**src/rtl/ls_instr_control.sv**
```systemverilog
// ls_instr_control
//   Control stage in front of the load/store datapath (register bank,
//   address adder, RAM). Accepts one RV64 LD/SD instruction over a
//   valid/ready handshake, decodes it and sequences the datapath controls.
//
//   Configuration macro: LS_PERF_CNT_EN adds ld_count/st_count counters.
//
// Ports
//   clk          clock, rising edge
//   reset        synchronous, active-high reset
//   instr_valid  instr holds a valid instruction
//   instr_ready  block can accept an instruction (IDLE only)
//   instr        32-bit RV64 instruction word
//   busy         high in every state except IDLE
//   done         1-cycle pulse: LD/SD issued to the datapath
//   illegal      1-cycle pulse: accepted instruction is not LD/SD
//   enable       datapath enable
//   load_store   1 = load, 0 = store
//   ra           store-data register (rs2)
//   rb           base register (rs1)
//   rw           load destination register (rd)
//   dataIn       sign-extended 12-bit immediate, BITS+1 bits
//   ld_count     (LS_PERF_CNT_EN) loads issued, wraps at 16 bits
//   st_count     (LS_PERF_CNT_EN) stores issued, wraps at 16 bits
module ls_instr_control #(
  parameter int BITS = 63
) (
  input  logic            clk,
  input  logic            reset,
  input  logic            instr_valid,
  output logic            instr_ready,
  input  logic [31:0]     instr,
  output logic            busy,
  output logic            done,
  output logic            illegal,
  output logic            enable,
  output logic            load_store,
  output logic [4:0]      ra,
  output logic [4:0]      rb,
  output logic [4:0]      rw,
  output logic [BITS:0]   dataIn
`ifdef LS_PERF_CNT_EN
  ,
  output logic [15:0]     ld_count,
  output logic [15:0]     st_count
`endif
);

  typedef enum logic [2:0] {
    S_IDLE,
    S_DECODE,
    S_ADDR,
    S_WRITE,
    S_STORE,
    S_DONE
  } state_t;

  state_t      state;
  state_t      state_nxt;
  logic [31:0] ir_p0;
  logic        is_ld;
  logic        is_sd;
  logic [11:0] imm12;

  function automatic logic signed [BITS:0] sext_imm(input logic [11:0] imm);
    return {{(BITS - 11){imm[11]}}, imm};
  endfunction

  // Accept stage: latch the instruction word so upstream may move on.
  always_ff @(posedge clk) begin
    if (instr_valid && instr_ready) begin
      ir_p0 <= instr;
    end
  end

  // Decode of the latched word.
  always_comb begin
    is_ld = (ir_p0[6:0] == 7'b0000011) && (ir_p0[14:12] == 3'b011);
    is_sd = (ir_p0[6:0] == 7'b0100011) && (ir_p0[14:12] == 3'b011);
    imm12 = is_sd ? {ir_p0[31:25], ir_p0[11:7]} : ir_p0[31:20];
  end

  // Next state and state-decoded controls; enable/load_store see no inputs.
  always_comb begin
    state_nxt  = state;
    enable     = 1'b0;
    load_store = 1'b0;
    done       = 1'b0;
    illegal    = 1'b0;
    case (state)
      S_IDLE: begin
        if (instr_valid) begin
          state_nxt = S_DECODE;
        end
      end
      S_DECODE: begin
        if (is_ld) begin
          state_nxt = S_ADDR;
        end else if (is_sd) begin
          state_nxt = S_STORE;
        end else begin
          illegal   = 1'b1;
          state_nxt = S_IDLE;
        end
      end
      S_ADDR: begin
        load_store = 1'b1;
        state_nxt  = S_WRITE;
      end
      S_WRITE: begin
        enable     = 1'b1;
        load_store = 1'b1;
        state_nxt  = S_DONE;
      end
      S_STORE: begin
        enable    = 1'b1;
        state_nxt = S_DONE;
      end
      S_DONE: begin
        done      = 1'b1;
        state_nxt = S_IDLE;
      end
      default: begin
        state_nxt = S_IDLE;
      end
    endcase
  end

  // Ready is also held low while reset is asserted so no accept is advertised.
  assign instr_ready = (state == S_IDLE) && !reset;
  assign busy        = (state != S_IDLE);

  // Issue stage: state register and datapath operand registers.
  always_ff @(posedge clk) begin
    if (reset) begin
      state  <= S_IDLE;
      ra     <= '0;
      rb     <= '0;
      rw     <= '0;
      dataIn <= '0;
    end else begin
      state <= state_nxt;
      // Operands only change for a legal instruction; illegal ones leave them intact.
      if ((state == S_DECODE) && (is_ld || is_sd)) begin
        rb     <= ir_p0[19:15];
        ra     <= is_sd ? ir_p0[24:20] : 5'd0;
        rw     <= is_ld ? ir_p0[11:7] : 5'd0;
        dataIn <= sext_imm(imm12);
      end
    end
  end

`ifdef LS_PERF_CNT_EN
  always_ff @(posedge clk) begin
    if (reset) begin
      ld_count <= '0;
      st_count <= '0;
    end else begin
      if (state == S_WRITE) begin
        ld_count <= ld_count + 16'd1;
      end
      if (state == S_STORE) begin
        st_count <= st_count + 16'd1;
      end
    end
  end
`endif

endmodule

```
**config.mk**
```make
export PLATFORM = sky130hd
export DESIGN_NAME = ls_instr_control
export DESIGN_NICKNAME = d
export VERILOG_FILES = /design/src/rtl/ls_instr_control.sv
export SDC_FILE = /design/constraint.sdc
export NUM_CORES = 1
export LEC_CHECK = 0
export ABC_AREA = 1
export ABC_CLOCK_PERIOD_IN_PS = 6800
export CAP_MARGIN = 15
export CORE_ASPECT_RATIO = 0.8
export CORE_MARGIN = 5
export CORE_UTILIZATION = 36
export CTS_BUF_LIST = sky130_fd_sc_hd__clkbuf_4 sky130_fd_sc_hd__clkbuf_8 sky130_fd_sc_hd__clkbuf_16
export CTS_CLUSTER_SIZE = 8
export DETAILED_ROUTE_END_ITERATION = 10
export PLACE_DENSITY = 0.82
export SLEW_MARGIN = 10
export SYNTH_ARGS = -nofsm -noshare
export SYNTH_HDL_FRONTEND = slang
export SYNTH_SLANG_ARGS = --single-unit
```
**constraint.sdc**
```tcl
create_clock -name clk -period 6.8 [get_ports clk]
set_input_delay 1.36 -clock clk [delete_from_list [all_inputs] [get_ports clk]]
set_output_delay 1.36 -clock clk [all_outputs]
set_load 0.005 [all_outputs]
```
# ---- Word level (Yosys, flattened, before mapping)
# Cells that the tools add are included.
dict set report classes {
  reduce_logical 11
  eq_ne 9
  mux 13
}
# op count
set ops {}
lappend ops {{5-bit two-way mux} 3}
lappend ops {{3-bit case mux with 4 select lines} 1}
lappend ops {{3-bit by 2-bit == test with 1-bit output (second input constant)} 3}
lappend ops {{3-bit two-way mux} 3}
lappend ops {{7-bit by 2-bit == test with 1-bit output (second input constant)} 1}
lappend ops {{7-bit by 6-bit == test with 1-bit output (second input constant)} 1}
lappend ops {{3-bit == test (second input constant)} 2}
lappend ops {{1-bit two-way mux} 6}
lappend ops {{1-bit logical AND} 5}
lappend ops {{2-bit OR reduction} 2}
lappend ops {{3-bit by 1-bit == test with 1-bit output (second input constant)} 1}
lappend ops {{3-bit zero test} 1}
lappend ops {{3-bit nonzero test} 1}
lappend ops {{2-bit inequality test (second input constant)} 1}
lappend ops {{1-bit zero test} 1}
lappend ops {{1-bit logical OR} 1}
dict set report totals {
  output_inout_bits 85
  regBits 62
}

# ---- Depth between registers and ports, before layout
# Gate-level depths: netlist of run 1.
dict set report logic_depth {
  ltp_word 5
  depth_mapped 9
}

# ---- Worst setup path before layout of run 1
# OpenSTA, ideal clock, no wires.
dict set report synth_path {
  kind {input port to flip-flop}
  startpoint {input port reset}
  endpoint {register ir_p0[0], enable pin}
  n_path_buf 1
  required_ps 6339
  setup_time_ps 461
  cell_stages 2
  setup_slack_ps 2540
  t_arrival_ps 3799
  cell_sequence {clkbuf_1 nor3_1}
}
dict set report synth_between {
  elab_chain_len 3
}
# item line_no
set synth_rtl {}
lappend synth_rtl {{start: declaration} 29} ;# input logic reset,
lappend synth_rtl {{1-bit zero test} 130} ;# assign instr_ready = (state == S_IDLE) && !reset;
lappend synth_rtl {{1-bit logical AND} 130}
lappend synth_rtl {{1-bit logical AND} 71} ;# if (instr_valid && instr_ready) begin
lappend synth_rtl {{end signal: assignment} 72} ;# ir_p0 <= instr;
lappend synth_rtl {{end: declaration} 60} ;# logic [31:0] ir_p0;
# No other way between the ends.
# A chain may end at the register's enable or synchronous reset.

# ---- Final worst setup path of run 1
dict set report layout_path {
  startpoint {input port reset}
  endpoint {output port instr_ready}
}
dict set report layout_between {
  elab_chain_len 2
}
# item line_no
set layout_rtl {}
lappend layout_rtl {{1-bit zero test} 130}
lappend layout_rtl {{1-bit logical AND} 130}
lappend layout_rtl {{end: declaration} 31} ;# output logic instr_ready,
# No other way between the ends.

==> results.py, run 1 <==
metrics = {
    "outcome": {
        "status": "complete, no violations",
    },
    "clock_network": {
        "hold_buffers": 0,
        "root_buffer": "clkbuf_8",
        "htree_levels": 3,
        "clockBufferDepth": 2,
        "clock_latency_ns": 0.32,
        "clkTransAtPathRegs_ns": 0.07,
        "ctsResizeCount": 0,
        "cts_buffers": 9,
        "cts.sinks": 62,
        "cts_tree": "done",
        "post_cts_buffers": 0,
    },
    "worst_hold_path": {
        "min_path_type": "reg -> reg",
    },
    "logic_synthesis": {
        "yosysWarnings": 0,
        "ys_types": 22,
        "yosys-top-cells-area": "edfxtp_1 35%, dfxtp_1 22%, buf_4 14%",
        "synth.mux.area_fraction": 0,
        "synth_top_family_by_area": "buffers and inverters",
        "synth_nets": 316,
        "synth_compound_area_frac": 0.0509,
        "ys_seq_area_frac": 0.572,
        "synth_top_area_share": 0.352,
        "synth-seq-cells": 62,
        "yosys.area_share.adder": 0,
        "syn_area_mm2": 0.00273,
        "synthCells": 281,
        "syn_area_per_cell_um2": 9.71,
        "synth_xor_xnor_area_share": 0,
        "synth-simple-area-share": 0.183,
        "yosys.area.top_type": "edfxtp_1",
    },
    "power_and_ir_drop": {
        "p_leak_nw": 1.40,
        "ir_drop_mv": 0.143,
        "power_density_mw_per_mm2": 214,
    },
    "grt": {
        "grt_pass1_wl_um": 9320,
        "antenna_found_initial": 0,
        "gr-usage-all-layers": 0.128,
        "grt.overflow.total": 0,
        "grt_max_degree": 54,
        "grt_pass1_vias": 1994,
    },
    "final_layout": {
        "diodes": 0,
        "mostFrequentLayoutCell": "clkdlybuf4s50_1",
        "mostFrequentLayoutCells": "119 x clkdlybuf4s50_1, 61 x nand2_1, 32 x edfxtp_1",
        "n_fill_cell": 651,
        "fin_area_mm2": 0.00387,
        "fin_nets": 389,
        "drive_above_1_share": 0.0808,
        "area_growth_pct": 41.8,
    },
    "setup_path": {
        "critPathLaunchType": "input port",
        "required_ns": 5.44,
        "cp_cell_sequence": "clkdlybuf4s50_1 > buf_4 > nor2_1 > clkdlybuf4s50_1",
        "cpMostUsedCell": "clkdlybuf4s50_1",
        "worstSetupPathType": "in -> out",
        "crit_slowest_cell": "clkdlybuf4s50_1",
        "slowest_delay_ns": 0.46,
        "crit_fanout": 27,
        "critPathArrivalTime_ns": 2.68,
        "end_kind": "primary output",
    },
    "die": {
        "row_count": 28,
        "pin_count": 120,
        "fp.dieW_um": 107,
        "dieArea_mm2": 0.00943,
        "die_h_um": 87.9,
        "start_util": 0.369,
        "core_mm2": 0.00739,
    },
    "placement": {
        "place.gp.congestion": 0.810,
        "placed_area_mm2": 0.00363,
        "io_buffer_count": 119,
        "place.detailed.hpwl_um": 4450,
    },
    "route": {
        "drt-pass1-iter-count": 4,
        "detail_route.wl_per_cell_um": 12.9,
        "via_count": 2020,
        "drt_iter0_drc": 86,
        "ant_nets": 0,
        "drc_errors": 0,
        "vias_per_cell": 4.35,
        "wirelength_um": 5980,
    },
    "sta": {
        "finClkSkew_ns": 0.00538,
        "hold_viol": 0,
        "worstMarginPinSlew_ns": 0.739,
        "finalMaxSlewViolations": 0,
        "rsz0062_at_grt": "false",
        "totalNegativeSetupSlack_ns": 0,
        "max_freq_mhz": 248,
        "slew_headroom": 0.506,
        "fin_crit_sh": 0.593,
        "min_period_ns": 4.04,
        "setup_viol": 0,
    },
    "job": {
        "maxCapViolations": 0,
    },
}
cells by family (layout without fill, tap and decap cells):
| logic type | count (synthesis) | in the layout |
|---|---|---|
| and+or+nand+nor | 110 | 110 |
| DFF | 62 | 62 |
| buffers and inverters | 82 | 160 |
| AOI/OAI and AO/OA | 27 | 27 |
registers in the layout (all words and copies together) (netlist names):
signal and flops:
ra 5, ir_p0 32, dataIn 12, rb 5, rw 5, state 3
final cells by class:
class	instances	area (um2)	share of cell area
sequential	62	1560	0.404
inverter	22	82.6	0.0213
tap	105	131	0.0340
timing repair buffer	122	1210	0.314
clock inverter	7	113	0.0291
clock buffer	9	124	0.0320
multi-input combinational	137	643	0.166
critical path, delay by kind of cell:
family | cells | cell delay, ns
buffers and inverters | 3 | 1.22
AND/OR/NAND/NOR | 1 | 0.09
synthesized netlist by cell type:
| master | number |
|---|---|
| nand3_2 | 2 |
| inv_2 | 3 |
| buf_4 | 52 |
| o21a_1 | 1 |
| nand3b_1 | 1 |
| inv_1 | 19 |
| nor3_4 | 1 |
| nor2_4 | 1 |
| clkbuf_1 | 3 |
| o22ai_1 | 1 |
| a21oi_1 | 25 |
| buf_6 | 3 |
| nor2_2 | 2 |
| edfxtp_1 | 32 |
| buf_2 | 2 |
| nor3_1 | 2 |
| nand4_1 | 10 |
| nand3_4 | 1 |
| nor2_1 | 26 |
| nand2_1 | 61 |
| dfxtp_1 | 30 |
| nand3_1 | 3 |
stage by stage:
| step | power, mW | std cells | setup WS [ns] | utilization | hold slack, ns |
|---|---|---|---|---|---|
| finish | 0.828 | 464 | 2.76 | 0.523 | 0.462 |
| global route | 0.863 | 464 | 2.69 | 0.523 | 0.492 |
| CTS | 0.842 | 464 | 2.76 | 0.523 | 0.463 |
| detailed placement | 0.459 | 448 | 2.77 | 0.491 | 0.453 |
| global placement | 0.458 | 448 | 2.78 | 0.491 | 0.453 |
| floorplan | 0.431 | 281 | 2.54 | - | 0.455 |
metal layers:
metal / vias up / wire length, um / track usage
met1: 905 / 2510 / 0.145
li1: 1009 / - / -
met3: 9 / 666 / 0.0619
met4: 0 / 55 / 0.0372
met5: - / 0 / 0
met2: 97 / 2750 / 0.215
final timing paths:
| path | start | to | slack [ns] | cells past startpoint |
|---|---|---|---|---|
| max | reset | instr_ready | 2.76 | 4 |
| max reg2reg | state[0] | ir_p0[11] | 4.74 | 4 |
| min | ra[4] | ra[4] | 0.46 | 2 |
| min reg2reg | ra[4] | ra[4] | 0.46 | 2 |
where the power goes:
| part | total [mW] | switching (mW) | internal (mW) |
|---|---|---|---|
| registers | 0.409 | 0.00450 | 0.404 |
| logic | 0.0423 | 0.0187 | 0.0236 |
| clock network | 0.377 | 0.136 | 0.241 |
(Power assumes the default switching activity.)
==> inputs of run 2 (changes only) <==
--- a/config.mk
+++ b/config.mk
@@ -6,7 +6,7 @@
 export NUM_CORES = 1
 export LEC_CHECK = 0
 export ABC_AREA = 1
-export ABC_CLOCK_PERIOD_IN_PS = 6800
+export ABC_CLOCK_PERIOD_IN_PS = 4200
 export CAP_MARGIN = 15
 export CORE_ASPECT_RATIO = 0.8
 export CORE_MARGIN = 5
==> constraint.sdc (replaced) <==
create_clock -name clk -period 4.2 [get_ports clk]
set_input_delay 0.84 -clock clk [delete_from_list [all_inputs] [get_ports clk]]
set_output_delay 0.84 -clock clk [all_outputs]
set_load 0.005 [all_outputs]
==> run 2 against run 1 <==
Against the previous run:
- wire length grew 1.1%
- highest routed layer unchanged
- largest cell class unchanged
- critical endpoint unchanged
- total power grew 56%
- global-route usage grew 0.43 points
- die area is the same
- utilization shrank 0.14 points
==> results.py, run 2 (synthesis gave the netlist of run 1 again) <==
metrics = {
    "sta": {
        "finalMaxSlewViolations": 0,
        "slew_headroom": 0.495,
        "hold_viol": 0,
        "min_period_ns": 2.97,
        "worst_slack_ns": 1.23,
        "holdWs_ns": 0.462,
        "max_freq_mhz": 336,
        "rsz0062_at_grt": "false",
        "fin_crit_sh": 0.708,
        "setup_viol": 0,
        "finClkSkew_ns": 0.00939,
        "worstMarginPinSlew_ns": 0.753,
        "totalNegativeSetupSlack_ns": 0,
    },
    "setup_path": {
        "end_kind": "primary output",
        "rr_endpoint": "ir_p0[4]",
        "r2r_slack_ns": 2.30,
        "ff2ff_path_depth": 4,
        "critPathLaunchType": "input port",
        "worstSetupPathType": "in -> out",
        "required_ns": 3.36,
        "worstReg2RegStart": "state[0]",
        "critPathArrivalTime_ns": 2.13,
        "crit_fanout": 27,
    },
    "power_and_ir_drop": {
        "ir_drop_mv": 0.212,
        "p_leak_nw": 1.40,
        "total_power_mw": 1.29,
        "power_density_mw_per_mm2": 335,
    },
    "placement": {
        "io_buffer_count": 119,
        "placed_area_mm2": 0.00364,
        "place.gp.congestion": 0.816,
        "dp.cells": 448,
        "place.detailed.hpwl_um": 4460,
        "dp_worst_setup_slack_ns": 1.22,
    },
    "grt": {
        "grt_pass1_wl_um": 9540,
        "grt.overflow.total": 0,
        "grt_pass1_vias": 1940,
        "gr-usage-all-layers": 0.132,
        "antenna_found_initial": 0,
        "grt_max_degree": 54,
    },
    "clock_network": {
        "root_buffer": "clkbuf_8",
        "clkTransAtPathRegs_ns": 0.06,
        "cts_tree": "done",
        "cts.sinks": 62,
        "hold_buffers": 0,
        "cts_buffers": 9,
        "post_cts_buffers": 0,
        "ctsResizeCount": 0,
        "clockBufferDepth": 2,
        "htree_levels": 3,
        "clock_latency_ns": 0.33,
    },
    "final_layout": {
        "regMostFlops": "ir_p0",
        "fin_nets": 389,
        "mostFrequentLayoutCells": "119 x clkdlybuf4s50_1, 61 x nand2_1, 32 x edfxtp_1",
        "drive_above_1_share": 0.0836,
        "finish.utilization": 0.522,
        "largest_register_ff_count": 32,
        "fin_area_mm2": 0.00386,
        "area_growth_pct": 41.5,
        "diodes": 0,
        "fin_cells": 464,
        "mostFrequentLayoutCell": "clkdlybuf4s50_1",
        "reg.largest.list": "ir_p0 (32), dataIn (12)",
        "n_fill_cell": 672,
    },
    "die": {
        "die_h_um": 87.9,
        "dieArea_mm2": 0.00943,
        "fp.dieW_um": 107,
        "pin_count": 120,
        "core_mm2": 0.00739,
        "start_util": 0.369,
        "row_count": 28,
    },
    "route": {
        "drt_iter0_drc": 91,
        "via_count": 2048,
        "vias_per_cell": 4.41,
        "detail_route.wl_per_cell_um": 13.0,
        "drc_errors": 0,
        "wirelength_um": 6040,
        "drt-pass1-iter-count": 4,
        "ant_nets": 0,
    },
    "job": {
        "maxCapViolations": 0,
    },
    "worst_hold_path": {
        "min_path_type": "reg -> reg",
        "holdPathEnd": "rw[2]",
        "hold_depth": 2,
        "hp-start": "rw[2]",
    },
    "outcome": {
        "status": "complete, no violations",
    },
}
==> run 2: cell types whose count changed in the layout (fill, tap and decap cells not counted), sizes merged <==
| cell | previous run | this run |
|---|---|---|
| bufinv | 3 | 2 |
| clkinv | 4 | 3 |
| clkbuf | 9 | 11 |
==> run 2: where the power goes <==
| group | internal, mW | total (mW) | switching [mW] |
|---|---|---|---|
| Sequential | 0.654 | 0.661 | 0.00725 |
| Clock | 0.344 | 0.562 | 0.218 |
| Combinational | 0.0397 | 0.0698 | 0.0300 |
| Total | 1.04 | 1.29 | 0.255 |
==> run 2: routing by layer <==
metal  vias up  part of all wire  global-route usage
li1       1008                 -                   -
met1       914              0.40               0.147
met2       114              0.45               0.217
met3        12              0.13              0.0626
met4         0             0.015              0.0581
met5         -                 0                   0
==> run 2: critical path, cell delays in order <==
cell	delay, ns
clkdlybuf4s50_1	0.46
buf_4	0.29
nor2_1	0.09
clkdlybuf4s50_1	0.45
==> run 2: worst max path at each step <==
stage	cells past startpoint	start	slack, ns	end
after floorplan	2	reset	0.46	ir_p0[0]
after global placement	4	reset	1.22	instr_ready
after detailed placement	4	reset	1.22	instr_ready
after CTS	4	reset	1.21	instr_ready
after global routing	4	reset	1.16	instr_ready
final	4	reset	1.23	instr_ready
==> run 2: final cells by class <==
cell class,count,area [um2],share of cell area
Clock buffer,11,139,0.0360
Clock inverter,5,75.1,0.0195
Inverter,22,82.6,0.0214
Multi-Input combinational cell,137,643,0.167
Sequential cell,62,1560,0.405
Tap cell,105,131,0.0340
Timing Repair Buffer,122,1230,0.318
==> inputs of run 3 (changes only) <==
--- a/config.mk
+++ b/config.mk
@@ -6,7 +6,7 @@
 export NUM_CORES = 1
 export LEC_CHECK = 0
 export ABC_AREA = 1
-export ABC_CLOCK_PERIOD_IN_PS = 4200
+export ABC_CLOCK_PERIOD_IN_PS = 3100
 export CAP_MARGIN = 15
 export CORE_ASPECT_RATIO = 0.8
 export CORE_MARGIN = 5
==> constraint.sdc (replaced) <==
create_clock -name clk -period 3.1 [get_ports clk]
set_input_delay 0.62 -clock clk [delete_from_list [all_inputs] [get_ports clk]]
set_output_delay 0.62 -clock clk [all_outputs]
set_load 0.005 [all_outputs]
==> run 3 against run 2 <==
Against the previous run:
- die area stayed put
- sequential share of layout area decreased by 0.092 points
- via count down 2.1%
- wire length grew 0.20%
- critical endpoint unchanged
- critical path depth fell by 1
==> results.py, run 3 (synthesis gave the netlist of run 1 again) <==
metrics = {
    "sta": {
        "slew_headroom": 0.519,
        "min_period_ns": 2.40,
        "fin_crit_sh": 0.774,
        "worstMarginPinSlew_ns": 0.719,
        "finalMaxSlewViolations": 0,
        "rsz0062_at_grt": "false",
        "setup_viol": 0,
        "totalNegativeSetupSlack_ns": 0,
        "max_freq_mhz": 417,
        "finClkSkew_ns": 0.00762,
        "holdWs_ns": 0.464,
        "hold_viol": 0,
    },
    "clock_network": {
        "ctsResizeCount": 0,
        "clkTransAtPathRegs_ns": 0.06,
        "clockBufferDepth": 2,
        "cts.sinks": 62,
        "cts_tree": "done",
        "clock_latency_ns": 0.32,
        "htree_levels": 3,
        "hold_buffers": 0,
        "cts_buffers": 9,
        "root_buffer": "clkbuf_8",
        "post_cts_buffers": 0,
    },
    "setup_path": {
        "ff2ff_path_depth": 7,
        "required_ns": 2.48,
        "path_depth": 3,
        "crit_family": "buffers and inverters",
        "slowest_delay_ns": 0.51,
        "crit_slowest_cell": "clkdlybuf4s50_1",
        "crit_fanout": 3,
        "cpMostUsedCell": "clkdlybuf4s50_1",
        "cp_cell_sequence": "clkdlybuf4s50_1 > nor2_1 > clkdlybuf4s50_1",
        "worstSetupPathType": "in -> out",
        "critPathBufInv": 2,
        "critPathArrivalTime_ns": 1.78,
        "critPathLaunchType": "input port",
        "end_kind": "primary output",
    },
    "grt": {
        "grt.overflow.total": 0,
        "gr-usage-all-layers": 0.124,
        "antenna_found_initial": 0,
        "grt_pass1_vias": 1865,
        "grt_pass1_wl_um": 9000,
        "grt_max_degree": 54,
    },
    "final_layout": {
        "seqCellArea_mm2": 0.00156,
        "fin_nets": 390,
        "n_fill_cell": 654,
        "multiInputGateArea_um2": 649,
        "diodes": 0,
        "regMostFlops": "ir_p0",
        "mostFrequentLayoutCells": "119 x clkdlybuf4s50_1, 61 x nand2_1, 32 x edfxtp_1",
        "area_growth_pct": 41.8,
        "reg.largest.list": "ir_p0 (32), dataIn (12)",
        "largest_register_ff_count": 32,
        "drive_above_1_share": 0.0861,
        "mostFrequentLayoutCell": "clkdlybuf4s50_1",
        "fin_area_mm2": 0.00387,
    },
    "die": {
        "dieArea_mm2": 0.00943,
        "start_util": 0.369,
        "row_count": 28,
        "die_h_um": 87.9,
        "pin_count": 120,
        "core_mm2": 0.00739,
        "fp.dieW_um": 107,
    },
    "route": {
        "drt-pass1-iter-count": 4,
        "top_layer_used": "met4",
        "wirelength_um": 6050,
        "wl_met3_um": 614,
        "via_count": 2004,
        "detail_route.wl_per_cell_um": 13.0,
        "drc_errors": 0,
        "vias_per_cell": 4.31,
        "dr_wl_met2_um": 2770,
        "ant_nets": 0,
        "drt_iter0_drc": 114,
        "wl_met1_um": 2590,
    },
    "worst_hold_path": {
        "min_path_type": "reg -> reg",
        "hold_depth": 2,
    },
    "job": {
        "maxCapViolations": 0,
    },
    "placement": {
        "place.gp.congestion": 0.803,
        "io_buffer_count": 119,
        "placed_area_mm2": 0.00366,
        "place.detailed.hpwl_um": 4540,
    },
    "power_and_ir_drop": {
        "power_density_mw_per_mm2": 442,
        "ir_drop_mv": 0.246,
        "p_leak_nw": 1.39,
    },
    "outcome": {
        "status": "complete, no violations",
    },
}
run 3: per-stage QoR:
| stage | power [mW] | std cells | utilization | worst slack [ns] |
|---|---|---|---|---|
| finish | 1.71 | 465 | 0.523 | 0.701 |
| global route | 1.78 | 465 | 0.523 | 0.615 |
| CTS | 1.73 | 465 | 0.523 | 0.696 |
| detailed placement | 1.01 | 449 | 0.495 | 0.708 |
| global placement | 1.01 | 449 | 0.495 | 0.709 |
| floorplan | 0.945 | 281 | - | 0.574 |
run 3: path summary, 6_finish.rpt:
| path | startpoint | endpoint | slack [ns] |
|---|---|---|---|
| worst min-delay path | rw[2] | rw[2] | 0.46 |
| worst max-delay path | reset | instr_ready | 0.70 |
| worst max register to register | state[2] | dataIn[1] | 1.29 |
| worst min register to register | rw[2] | rw[2] | 0.46 |
run 3: layout make-up:
type / count / area share
Clock inverter: 5 / 0.0149
Inverter: 22 / 0.0214
Multi-Input combinational cell: 137 / 0.168
Timing Repair Buffer: 123 / 0.319
Tap cell: 105 / 0.0340
Sequential cell: 62 / 0.404
Clock buffer: 11 / 0.0391
run 3: worst min-delay path: cells and delay by family, from the launching register on:
kind               cells  cell delay (ns)
AOI/OAI and AO/OA      1             0.05
and+or+nand+nor        1             0.06
DFF                    1             0.31
run 3: report_power, final:
| group | switching (mW) | internal, mW | total [mW] | leakage [nW] |
|---|---|---|---|---|
| logic | 0.0432 | 0.0552 | 0.0984 | 0.750 |
| registers | 0.00955 | 0.886 | 0.896 | 0.539 |
| clock network | 0.303 | 0.413 | 0.716 | 0.0976 |
| total | 0.356 | 1.35 | 1.71 | 1.39 |
run 3: metal layers:
metal	track usage	vias to the layer above
met1	0.146	877
met4	0.0662	0
met5	0	-
met2	0.203	108
li1	-	1010
met3	0.0413	9
